[config.mk]
export PLATFORM = sky130hd
export DESIGN_NAME = scan_timing_generator
export DESIGN_NICKNAME = d
export VERILOG_FILES = /design/src/rtl/scan_timing_generator.sv
export SDC_FILE = /design/constraint.sdc
export NUM_CORES = 1
export LEC_CHECK = 0
export CAP_MARGIN = 20
export CORE_ASPECT_RATIO = 1.5
export CORE_MARGIN = 10
export CORE_UTILIZATION = 40
export CTS_CLUSTER_DIAMETER = 30
export CTS_CLUSTER_SIZE = 40
export DETAILED_ROUTE_END_ITERATION = 8
export MAX_ROUTING_LAYER = met4
export PLACE_DENSITY = 0.72
export SYNTH_ARGS = -nofsm -noshare
export SYNTH_HDL_FRONTEND = slang
export SYNTH_SLANG_ARGS = --single-unit
[constraint.sdc]
create_clock -name clk -period 3.31 [get_ports clk]
set_clock_uncertainty 0.2 [all_clocks]
set_input_delay 0.331 -clock clk [delete_from_list [all_inputs] [get_ports clk]]
set_output_delay 0.331 -clock clk [all_outputs]
set_load 0.01 [all_outputs]
[src/rtl/scan_timing_generator.sv]
// ---------------------------------------------------------------------------
// scan_timing_generator
//
// Raster scan timing for a VGA-style display. A clock divider produces a
// pixel-tick strobe. A horizontal/vertical position counter pair advances on
// each tick. The sync and video outputs are registered one pixel tick behind
// the position, so sprite logic can look up "graphics" for the current
// scan_x/scan_y and have it line up with the sync pulses.
//
// Ports
//   clk          sole clock
//   rst          synchronous active-high reset
//   graphics     pixel value from sprite blocks for the current scan_x/scan_y
//   pix_en       pixel-tick strobe (combinational, from the divider)
//   scan_x       current horizontal position, 0..H_TOTAL-1
//   scan_y       current vertical position, 0..V_TOTAL-1
//   active       scan_x/scan_y lies inside the visible area (combinational)
//   line_start   one-clk pulse on the cycle after scan_x wrapped to 0
//   frame_start  one-clk pulse on the cycle after both counters wrapped to 0
//   frame_count  completed-frame counter, wraps modulo 2^16
//   hsync        registered horizontal sync, polarity set by SYNC_ACTIVE_LOW
//   vsync        registered vertical sync, polarity set by SYNC_ACTIVE_LOW
//   video        registered pixel output, forced to 0 during blanking
// ---------------------------------------------------------------------------
module scan_timing_generator #(
   parameter int H_ACTIVE        = 640,
   parameter int H_FP            = 16,
   parameter int H_SYNC          = 96,
   parameter int H_BP            = 48,
   parameter int V_ACTIVE        = 480,
   parameter int V_FP            = 10,
   parameter int V_SYNC          = 2,
   parameter int V_BP            = 33,
   parameter int CLK_DIV         = 2,
   parameter bit SYNC_ACTIVE_LOW = 1'b1
) (
   input  logic        clk,
   input  logic        rst,
   input  logic        graphics,
   output logic        pix_en,
   output logic [15:0] scan_x,
   output logic [15:0] scan_y,
   output logic        active,
   output logic        line_start,
   output logic        frame_start,
   output logic [15:0] frame_count,
   output logic        hsync,
   output logic        vsync,
   output logic        video
);

   localparam int H_TOTAL = H_ACTIVE + H_FP + H_SYNC + H_BP;
   localparam int V_TOTAL = V_ACTIVE + V_FP + V_SYNC + V_BP;

   // A divide-by-one still needs a one-bit counter that simply stays at zero.
   localparam int DIV_W = (CLK_DIV > 1) ? $clog2(CLK_DIV) : 1;
   localparam logic [DIV_W-1:0] DIV_LAST = DIV_W'(CLK_DIV - 1);

   localparam logic [15:0] X_LAST       = 16'(H_TOTAL - 1);
   localparam logic [15:0] Y_LAST       = 16'(V_TOTAL - 1);
   localparam logic [15:0] X_VISIBLE    = 16'(H_ACTIVE);
   localparam logic [15:0] Y_VISIBLE    = 16'(V_ACTIVE);
   localparam logic [15:0] HSYNC_FIRST  = 16'(H_ACTIVE + H_FP);
   localparam logic [15:0] HSYNC_END    = 16'(H_ACTIVE + H_FP + H_SYNC);
   localparam logic [15:0] VSYNC_FIRST  = 16'(V_ACTIVE + V_FP);
   localparam logic [15:0] VSYNC_END    = 16'(V_ACTIVE + V_FP + V_SYNC);

   // Idle level of the sync outputs: high for active-low sync, low otherwise.
   localparam logic SYNC_IDLE = SYNC_ACTIVE_LOW ? 1'b1 : 1'b0;

   logic [DIV_W-1:0] div_cnt;
   logic             x_wrap;
   logic             y_wrap;
   logic             hsync_raw;
   logic             vsync_raw;

   assign pix_en    = (div_cnt == DIV_LAST);
   assign active    = (scan_x < X_VISIBLE) && (scan_y < Y_VISIBLE);
   assign x_wrap    = (scan_x == X_LAST);
   assign y_wrap    = (scan_y == Y_LAST);
   assign hsync_raw = (scan_x >= HSYNC_FIRST) && (scan_x < HSYNC_END);
   assign vsync_raw = (scan_y >= VSYNC_FIRST) && (scan_y < VSYNC_END);

   // Clock divider: counts 0..CLK_DIV-1; the terminal count is the pixel tick,
   // so after reset the first tick lands CLK_DIV cycles later.
   always_ff @(posedge clk) begin
      if (rst) begin
         div_cnt <= '0;
      end else if (pix_en) begin
         div_cnt <= '0;
      end else begin
         div_cnt <= div_cnt + DIV_W'(1);
      end
   end

   // Position counters and the start-of-line/frame markers. The markers are
   // registered from the wrap condition so they appear on the first cycle the
   // counters read zero, and the frame counter bumps on that same edge.
   // Reset wins over any wrap that would otherwise happen on this edge.
   always_ff @(posedge clk) begin
      if (rst) begin
         scan_x      <= '0;
         scan_y      <= '0;
         frame_count <= '0;
         line_start  <= 1'b0;
         frame_start <= 1'b0;
      end else begin
         line_start  <= pix_en && x_wrap;
         frame_start <= pix_en && x_wrap && y_wrap;
         if (pix_en) begin
            if (x_wrap) begin
               scan_x <= '0;
               if (y_wrap) begin
                  scan_y      <= '0;
                  frame_count <= frame_count + 16'd1;
               end else begin
                  scan_y <= scan_y + 16'd1;
               end
            end else begin
               scan_x <= scan_x + 16'd1;
            end
         end
      end
   end

   // Output pipeline: captures sync and the blanked pixel once per tick, so
   // graphics is only looked at on tick edges and the outputs hold in between.
   always_ff @(posedge clk) begin
      if (rst) begin
         hsync <= SYNC_IDLE;
         vsync <= SYNC_IDLE;
         video <= 1'b0;
      end else if (pix_en) begin
         hsync <= SYNC_ACTIVE_LOW ? ~hsync_raw : hsync_raw;
         vsync <= SYNC_ACTIVE_LOW ? ~vsync_raw : vsync_raw;
         video <= graphics & active;
      end
   end

endmodule

# Word level (Yosys, flattened, before mapping)
# Index checks and enable logic that the tools add are counted.
# word_totals
ff_bits,54
in_bits,3
# classes
eq_ne,2
n_addsub,4
order_cmp,6
muxes,2
n_reduce_logical,8
bitwise,3
# op_table
operator,n
$add A16 B1 Y16 const B,3
$eq A16 B10 Y1 const B,2
$lt A16 B10 Y1 const B,2
$lt A16 B9 Y1 const B,2
$mux W16,2
$ge A16 B10 Y1 const B,1
$ge A16 B9 Y1 const B,1
$logic_and A1 B1 Y1,5
$reduce_and A3 Y1,1
$not A1 Y1,2
$reduce_and A2 Y1,1
$reduce_or A2 Y1,1
$add A1 B1 Y1 const B,1
$and A1 B1 Y1,1

# Longest topological paths before layout
# logic_depth
ltp_word,3
mapped_depth,8
depth_no_buf,7

# Worst setup path before layout
# No wires, ideal clock.
# synth_path
path_type,reg2reg
start,register scan_x[10]
end,register scan_y[15]
period_less_slack_ps,2515
setup_ps,119
path_slack_ps,795
t_required_ps,2991
t_arrival_ps,2197
path_stages_with_launch,8
path_cell_list,dfxtp_1 or4_4 or4_4 buf_6 buf_6 nor4_1 xnor2_1 nor2_2
# synth_via
elab_chain_cells,2
# synth_rtl
item,line_no,rtl
"start, declared",41,"output logic [15:0] scan_x,"
"start signal, assigned",120,scan_x <= scan_x + 16'd1;
$eq A16 B10 Y1,79,assign x_wrap = (scan_x == X_LAST);
$reduce_and A2 Y1 (no line),--,
"end signal, assigned",117,scan_y <= scan_y + 16'd1;
"end, declared",42,"output logic [15:0] scan_y,"
# No other way between the ends.
# A chain may end at the register's enable or synchronous reset.

# Final worst setup path
# layout_path
start,register scan_y[15]
end,output port active
# layout_via
elab_chain_cells,2
# layout_rtl
item,line_no,rtl
$lt A16 B9 Y1,78,assign active = (scan_x < X_VISIBLE) && (scan_y < Y_VISIBLE);
$logic_and A1 B1 Y1,78,
"end, declared",43,"output logic active,"
# No other way between the ends.

==> results.toml <==
[setup_path]
worst_setup_path_end_kind = "output pin"
cp-start-kind = "register"
r2r_start = "scan_x[10]"
required_ns = 2.78
crit_start = "scan_y[15]"
crit_fanout = 3
arrival_ns = 2.28
critPathKind = "reg -> out"

[routing]
wire_per_inst_um = 15.3
dr.pass1.iters = 4
drt_iter0_markers = 118
vias = 2307
routed_wl_um = 6640
drc = 0
ant_nets = 0
viasPerCell = 5.32

[synth]
synthArstFlopShare_pct = 0
syn-num-nets = 310
synthTopCellsByCount = "dfxtp_1 (54), nor2_1 (47), xnor2_1 (33)"
synth_top_area_share_pct = 41.8
synth-main-ff-cell = "dfxtp_1"
synth_edf_count = 0
synth_area_leader_cell = "dfxtp_1"
yosys.cell_types.count = 39
syn_inst = 302
postSynthAreaPerCell_um2 = 8.57
yosysMostFrequentCell = "dfxtp_1"
synth.cell_area_um2 = 2590
synth.area.top_cells = "dfxtp_1 (42%), xnor2_1 (11%), nor2_1 (6.8%), nand2_1 (3.8%), nor3_1 (3.3%)"
ys_seq_elements = 54
yosysWarningCount = 0
ys_seq_area_share_pct = 41.8

[power]
p_leak_nw = 1.01
irDropWorstVdd_mv = 0.178
powerDensity_nw_per_um2 = 338

[layout]
diodes = 0
fin_util_pct = 53.5
syn_to_final_growth_pct = 28.5
fin_cells = 434
drive_above_1_share_pct = 8.06
multi_input_area_um2 = 1400
regArea_um2 = 1080
fillers = 581
layout.nets = 367

[floorplanning]
fp-row-count = 35
die_w_um = 85.7
die_h_um = 119
initial_core_util_pct = 41.6
io_pins = 58
die-area_um2 = 10200
core_area_um2 = 6220

[timing]
finalCritPeriodShare_pct = 85.0
setup_tns_ns = 0
maxSlewHeadroom_pct = 61.3
grt_setup_unrepaired = "false"
fmax_mhz = 355
hold_viol_final = 0
tightest_slew_ns = 0.580
slew_violations = 0
setup-violations-final = 0
period_needed_ns = 2.81

[global_routing]
grtUsageMet3_pct = 4.19
grt_use_met1_pct = 14.3
met2_usage_pct = 22.3
grt_pass1_vias = 2300
overflow = 0
grt_pass1_wl_um = 11200
grt_usage_pct = 13.5
antenna_found_initial = 0
grt_max_degree = 33
busiest_layer = "met2"

[job]
maxCapViolCount = 0

[clock_tree]
post_cts_buffers = 0
cts_buffers = 5
cts_buffer_depth = 2
ctsResizeCount = 0
cts_max_level = 2
cts_hold_buffers = 0
cts_tree = "built"
clockRootBuffer = "clkbuf_8"
clkSlewWorstSetupHoldPaths_ns = 0.09
cts.sinks = 54
clock_latency_ns = 0.31

[hold_path]
hold_path_class = "reg -> reg"
hold_start = "video"

[placement]
hpwl_um = 4850
placed_cells = 426
port_buffers = 57
gp_congestion = 0.815

[run_status]
status = "finished clean"
[per-stage QoR]
step | hold slack (ns) | power [mW] | setup WS, ns | area, um2
global route | 0.344 | 1.17 | 0.201 | 3330
floorplan | 0.290 | 0.693 | 0.795 | 2590
CTS | 0.299 | 1.14 | 0.463 | 3330
global placement | 0.264 | 0.711 | 0.661 | 3220
finish | 0.294 | 1.12 | 0.495 | 3330
detailed placement | 0.279 | 0.711 | 0.615 | 3220
[cell usage in the layout (no fill, tap or decap), types with 2 or more instances in the layout]
cell type | Yosys | routed
nand2b_1 | 5 | 5
nand2_1 | 26 | 26
xnor2_1 | 33 | 33
or3_1 | 4 | 4
buf_4 | 1 | 5
nor2_2 | 6 | 6
clkbuf_8 | 0 | 8
nor4bb_1 | 2 | 2
ha_1 | 5 | 5
and3_1 | 4 | 4
nand3_1 | 12 | 12
nor2b_1 | 2 | 2
a21oi_1 | 7 | 7
clkdlybuf4s50_1 | 0 | 57
or4_4 | 2 | 2
nor4_2 | 4 | 4
nor4b_1 | 2 | 2
xor2_1 | 7 | 7
dfxtp_1 | 54 | 54
o21ai_0 | 6 | 6
nand4_1 | 12 | 12
nor3_1 | 17 | 17
nor2_1 | 47 | 47
inv_1 | 10 | 10
nor4_1 | 10 | 10
[path summary, 6_finish.rpt]
kind / to / slack, ns / cells past startpoint
setup / recovery: active / 0.50 / 4
hold reg to reg: video / 0.29 / 2
setup reg to reg: frame_count[14] / 0.59 / 5
hold / removal: video / 0.29 / 2
[worst max-delay path: stages, from the launching register on]
cell             delay, ns
dfxtp_1               0.35
nor4_1                0.36
nor4b_1               0.41
and4_1                0.30
clkdlybuf4s50_1       0.55
[power by group]
part | total, mW | leakage [nW] | internal (mW) | switching [mW]
combinational | 0.0385 | 0.520 | 0.0164 | 0.0221
clock | 0.429 | 0.0575 | 0.212 | 0.218
sequential | 0.657 | 0.436 | 0.653 | 0.00407
[cells by family (layout without fill, tap and decap cells)]
logic type                 Yosys count  in the layout  share of synthesized area [%]
and+or+nand+nor                    165            165                           34.4
AOI/OAI and AO/OA                   15             15                           3.19
DFF                                 54             54                           41.8
xor gates and xnor gates            40             40                           13.5
muxes                                1              1                          0.435
buffers and inverters               22             80                           4.25
adders and majority gates            5              5                           2.42
[routing by layer]
metal,vias up,routed length (um),share of wire [%]
li1,1145,-,-
met2,60,3300,50
met4,0,121,1.8
met3,10,392,5.9
met1,1092,2820,43
met5,-,0,0
[sequential cells by signal, indices dropped and copies added, names as in the netlist]
| name | cells |
|---|---|
| line_start | 1 |
| video | 1 |
| frame_start | 1 |
| scan_x | 16 |
| frame_count | 16 |
| pix_en | 1 |
| scan_y | 16 |
| vsync | 1 |
| hsync | 1 |
[area by class of cell]
type | instances | share of cell area [%]
Clock buffer | 8 | 3.31
Inverter | 10 | 1.13
Multi-Input combinational cell | 226 | 42.0
Sequential cell | 54 | 32.5
Tap cell | 74 | 2.78
Timing Repair Buffer | 62 | 18.3
No activity file was read; power rests on OpenSTA's default activity.
